===== src/rtl/cnn_layer_accel_weight_loader.sv =====
// Weight-table feeder: accepts a job, pulses job_accept, then streams
// (num_kernels+1)*C_KERNEL_SIZE words into the table, one write per handshake.
module cnn_layer_accel_weight_loader #(
  parameter int unsigned C_KERNEL_SIZE      = 9,
  parameter int unsigned C_CLG2_MAX_KERNELS = 6,
  parameter int unsigned C_DATA_WIDTH       = 16
) (
  input  logic                          clk,
  input  logic                          rst,
  input  logic                          job_start,
  input  logic [C_CLG2_MAX_KERNELS-1:0] num_kernels,
  input  logic                          abort,
  input  logic                          wht_in_valid,
  output logic                          wht_in_ready,
  input  logic [C_DATA_WIDTH-1:0]       wht_in_data,
  output logic                          config_mode,
  output logic                          job_accept,
  output logic                          wht_config_wren,
  output logic [C_DATA_WIDTH-1:0]       wht_config_data,
  output logic                          load_done,
  output logic                          busy
);

  localparam int unsigned WCW = (C_KERNEL_SIZE > 1) ? $clog2(C_KERNEL_SIZE) : 1;
  localparam int unsigned KW  = C_CLG2_MAX_KERNELS;

  typedef enum logic [1:0] {
    ST_IDLE,
    ST_ACCEPT,
    ST_LOAD,
    ST_DONE
  } state_t;

  state_t                  state_q, state_d;
  logic [WCW-1:0]          word_cnt_q, word_cnt_d;
  logic [KW-1:0]           kern_cnt_q, kern_cnt_d;
  logic [KW-1:0]           nk_q, nk_d;
  logic                    config_mode_q, config_mode_d;
  logic                    job_accept_q, job_accept_d;
  logic                    wren_q, wren_d;
  logic [C_DATA_WIDTH-1:0] data_q, data_d;
  logic                    load_done_q, load_done_d;
  logic                    busy_q, busy_d;

  logic handshake;
  logic word_last;
  logic last_word;

  // Abort masks ready in its own cycle so no word is consumed by a cancelled job.
  assign wht_in_ready = (state_q == ST_LOAD) && !abort;
  assign handshake    = wht_in_valid && wht_in_ready;
  assign word_last    = (word_cnt_q == WCW'(C_KERNEL_SIZE - 1));
  assign last_word    = word_last && (kern_cnt_q == nk_q);

  always_comb begin
    state_d    = state_q;
    word_cnt_d = word_cnt_q;
    kern_cnt_d = kern_cnt_q;
    nk_d       = nk_q;
    data_d     = data_q;
    wren_d     = 1'b0;

    unique case (state_q)
      ST_IDLE: begin
        if (job_start && !abort) begin
          state_d    = ST_ACCEPT;
          nk_d       = num_kernels;
          word_cnt_d = '0;
          kern_cnt_d = '0;
        end
      end
      ST_ACCEPT: state_d = ST_LOAD;
      ST_LOAD: begin
        if (handshake) begin
          wren_d = 1'b1;
          data_d = wht_in_data;
          // Final compare happens before any increment, so kern_cnt never wraps.
          if (last_word) begin
            state_d    = ST_DONE;
            word_cnt_d = '0;
            kern_cnt_d = '0;
          end else if (word_last) begin
            word_cnt_d = '0;
            kern_cnt_d = kern_cnt_q + KW'(1);
          end else begin
            word_cnt_d = word_cnt_q + WCW'(1);
          end
        end
      end
      ST_DONE: state_d = ST_IDLE;
      default: state_d = ST_IDLE;
    endcase

    if (abort && (state_q != ST_IDLE)) begin
      state_d    = ST_IDLE;
      word_cnt_d = '0;
      kern_cnt_d = '0;
    end

    // Status outputs are registered from the next state so they line up with it.
    job_accept_d  = (state_d == ST_ACCEPT);
    load_done_d   = (state_d == ST_DONE);
    config_mode_d = (state_d != ST_IDLE);
    busy_d        = (state_d != ST_IDLE);
  end

  always_ff @(posedge clk) begin
    if (rst) begin
      state_q       <= ST_IDLE;
      word_cnt_q    <= '0;
      kern_cnt_q    <= '0;
      nk_q          <= '0;
      config_mode_q <= 1'b0;
      job_accept_q  <= 1'b0;
      wren_q        <= 1'b0;
      data_q        <= '0;
      load_done_q   <= 1'b0;
      busy_q        <= 1'b0;
    end else begin
      state_q       <= state_d;
      word_cnt_q    <= word_cnt_d;
      kern_cnt_q    <= kern_cnt_d;
      nk_q          <= nk_d;
      config_mode_q <= config_mode_d;
      job_accept_q  <= job_accept_d;
      wren_q        <= wren_d;
      data_q        <= data_d;
      load_done_q   <= load_done_d;
      busy_q        <= busy_d;
    end
  end

  assign config_mode     = config_mode_q;
  assign job_accept      = job_accept_q;
  assign wht_config_wren = wren_q;
  assign wht_config_data = data_q;
  assign load_done       = load_done_q;
  assign busy            = busy_q;

endmodule


===== config.mk =====
export PLATFORM = sky130hd
export DESIGN_NAME = cnn_layer_accel_weight_loader
export DESIGN_NICKNAME = d
export VERILOG_FILES = /design/src/rtl/cnn_layer_accel_weight_loader.sv
export SDC_FILE = /design/constraint.sdc
export NUM_CORES = 1
export LEC_CHECK = 0
export CORE_MARGIN = 2
export CORE_UTILIZATION = 30
export CTS_BUF_LIST = sky130_fd_sc_hd__clkbuf_8
export DETAILED_ROUTE_END_ITERATION = 10
export PLACE_DENSITY = 0.63
export SLEW_MARGIN = 20
export SYNTH_ARGS = -nofsm -noshare
export SYNTH_HDL_FRONTEND = slang
export SYNTH_SLANG_ARGS = --single-unit

===== constraint.sdc =====
create_clock -name clk -period 2.4 [get_ports clk]
set_input_delay 0.72 -clock clk [delete_from_list [all_inputs] [get_ports clk]]
set_output_delay 0.72 -clock clk [all_outputs]
set_load 0.02 [all_outputs]

==> flow_metrics.env <==
export IMPL_outcome="finished, final reports clean"
export IMPL_crit_start="abort"
export IMPL_fin_crit_sh_pct=97.9
export IMPL_drtAntennaViolNets=0
export IMPL_synth_nets=222
export IMPL_leakagePower_nw=0.884
export IMPL_synth_cells=190
export IMPL_die_area_sq_mm=0.00605
export IMPL_layout_commonest_cell="clkdlybuf4s50_1"
export IMPL_worst_path_max_fanout=3
export IMPL_maxSlewViolCount=0
export IMPL_synth_compound_area_share_pct=12.0
export IMPL_power_density_mw_per_mm2=593
export IMPL_cts_buffers=5
export IMPL_syn2layout_area_growth_pct=41.4
export IMPL_wire_per_inst_um=11.2
export IMPL_synth_seq_cells=38
export IMPL_start_util_pct=31.6
export IMPL_cap_violations=0
export IMPL_hp_start="wht_config_data[15]"
export IMPL_p_sw_share_pct=26.3
export IMPL_post_cts_buffers=0
export IMPL_synth_area_sq_mm=0.00163
export IMPL_gp_congestion=0.794
export IMPL_crit_required_ns=1.68
export IMPL_ys_warn_count=0
export IMPL_setup_violations=0
export IMPL_ios=49
export IMPL_rsz0062_at_grt="false"
export IMPL_criticalPathCategory="in -> out"
export IMPL_synthArstFlopShare_pct=0
export IMPL_cts_tree="built"
export IMPL_gr_total_overflow=0
export IMPL_clock_path_buffers=2
export IMPL_grt_pass1_vias=1339
export IMPL_power_internal_w=0.00101
export IMPL_grt_usage_pct=12.4
export IMPL_maxSlewHeadroom_pct=73.1
export IMPL_clock_sinks=38
export IMPL_rr_worst_depth=9
export IMPL_hold_viol=0
export IMPL_period_needed_ns=2.35
export IMPL_synth_edf_count=0
export IMPL_r2r_start="state_q[0]"
export IMPL_drc=0
export IMPL_fin_nets=275
export IMPL_first_iter_violations=53
export IMPL_root_buffer="clkbuf_8"
export IMPL_ys_seq_area_share_pct=46.6
export IMPL_drt_total_wl_um=3510
export IMPL_drive_above_1_share_pct=11.1
export IMPL_fin_skew_ns=0.0101
export IMPL_grt_max_degree=25
export IMPL_layout_common_cells="clkdlybuf4s50_1, nand2_1, dfxtp_1"
export IMPL_via_count=1417
export IMPL_worst_pin_slew_ns=0.399
export IMPL_grt_pass1_wl_um=5910
export IMPL_crit_path_end_kind="output port"
export IMPL_power_sequential_fraction_pct=48.7
export IMPL_fmax_ghz=0.426
export IMPL_via_per_inst=4.51
export IMPL_synth_top_family_by_area="simple AND/OR/NAND/NOR gates"
export IMPL_clk_pin_slew_ns=0.07
export IMPL_synth_simple_gate_area_share_pct=22.7
export IMPL_synthMuxAreaShare_pct=4.52
export IMPL_cts_resized=4
export IMPL_timing_hold_ws_ns=0.454
export IMPL_ys_flop_type="dfxtp_1"
export IMPL_hold_buffers=0
export IMPL_portBuffers=48
export IMPL_antennaDiodeCount=0
export IMPL_arrival_ns=1.63
export IMPL_synth_fa_ha_area_share_pct=3.83
export IMPL_power_total_w=0.00137
export IMPL_min_path_type="reg -> reg"
export IMPL_dp_hpwl_um=2600
export IMPL_ir_drop_uv=267
export IMPL_synth_xor_area_share_pct=5.90
export IMPL_cts_htree_levels=2
export IMPL_syn_avg_cell_area_sq_um=8.60
export IMPL_row_count=26
export IMPL_antenna_found_initial=0
export IMPL_die_h_um=77.8
export IMPL_power_frac_comb_pct=18.1
export IMPL_cp_start_kind="input pin"
export IMPL_worst_hold_path_num_cells=2
export IMPL_p_switching_w=0.000360
export IMPL_die_x_um=77.8
export IMPL_n_fill_cell=547
export IMPL_dr_pass1_iters=4
export IMPL_pwr_share_clk_pct=33.2
export IMPL_coreArea_sq_mm=0.00517
export IMPL_clkLatencyLatePin_ns=0.29
export IMPL_yosysUniqueCellTypes=36
[state kept, by name, indices dropped and copies added, names as in the netlist]
signal           cells
wht_config_data     16
kern_cnt_q           6
nk_q                 6
word_cnt_q           4
state_q              2
busy                 1
job_accept           1
load_done            1
wht_config_wren      1
[kinds of logic after synthesis]
kind of cell / after synthesis
AOI/OAI and AO/OA: 32
xor gates and xnor gates: 11
DFF: 38
muxes: 7
and+or+nand+nor: 80
adders and majority gates: 5
buffers and inverters: 17
[final timing paths]
kind	to	slack (ns)
setup / recovery	wht_in_ready	0.05
hold / removal	wht_config_data[15]	0.45
setup reg to reg	kern_cnt_q[4]	0.46
hold reg to reg	wht_config_data[15]	0.45
[synthesized netlist by cell type, drive strengths merged, types with 3 or more instances]
cell type	number	share of area (%)
dfxtp	38	47
nor2	16	3.7
inv	8	1.8
nor3	4	1.5
a21oi	24	7.4
nor4	4	1.9
buf	4	1.5
clkbuf	5	1.1
nand2	42	9.6
mux2i	7	4.5
xor2	10	5.4
nand4	3	1.1
ha	5	3.8
[worst max-delay path, stage by stage]
cell             delay (ns)
clkdlybuf4s50_1        0.46
nor2b_2                0.17
clkdlybuf4s15_2        0.28
[stage by stage]
| stage | utilization, % | cells | instance area, sq um | TNS (ns) | setup slack (ns) |
|---|---|---|---|---|---|
| global route | 44.7 | 314 | 2310 | 0 | 0.00485 |
| CTS | 44.7 | 314 | 2310 | 0 | 0.0409 |
| floorplan | - | 190 | 1630 | 0 | 0.502 |
| detailed placement | 42.8 | 306 | 2210 | -0.339 | -0.339 |
| global placement | 42.8 | 306 | 2210 | -0.346 | -0.346 |
| finish | 44.7 | 314 | 2310 | 0 | 0.0515 |
[area by class of cell]
cell class                 count  area (sq um)  share of cell area, %
multi-input combinational    135           803                   34.8
sequential                    38           761                   32.9
timing repair buffer          55           534                   23.1
tap                           70          87.6                   3.79
clock buffer                   6          82.6                   3.57
inverter                       8          30.0                   1.30
clock inverter                 2          12.5                  0.541
[per-layer routing]
layer / part of all wire [%] / vias to the layer above / GRT usage [%]
li1: - / 740 / -
met1: 44 / 641 / 14.1
met2: 48 / 28 / 20.3
met3: 6.4 / 8 / 4.65
met4: 1.9 / 0 / 5.89
met5: 0 / - / 0
[power groups by stage]
stage	Clock [W]	Sequential, W	Combinational (W)
2_1_floorplan	0	0.000693	0.000132
3_3_place_gp	0	0.000681	0.000247
3_5_place_dp	0	0.000682	0.000249
4_1_cts	0.000474	0.000667	0.000251
5_1_grt	0.000505	0.000669	0.000272
6_report	0.000454	0.000667	0.000248
No activity file was read; power rests on OpenSTA's default activity.
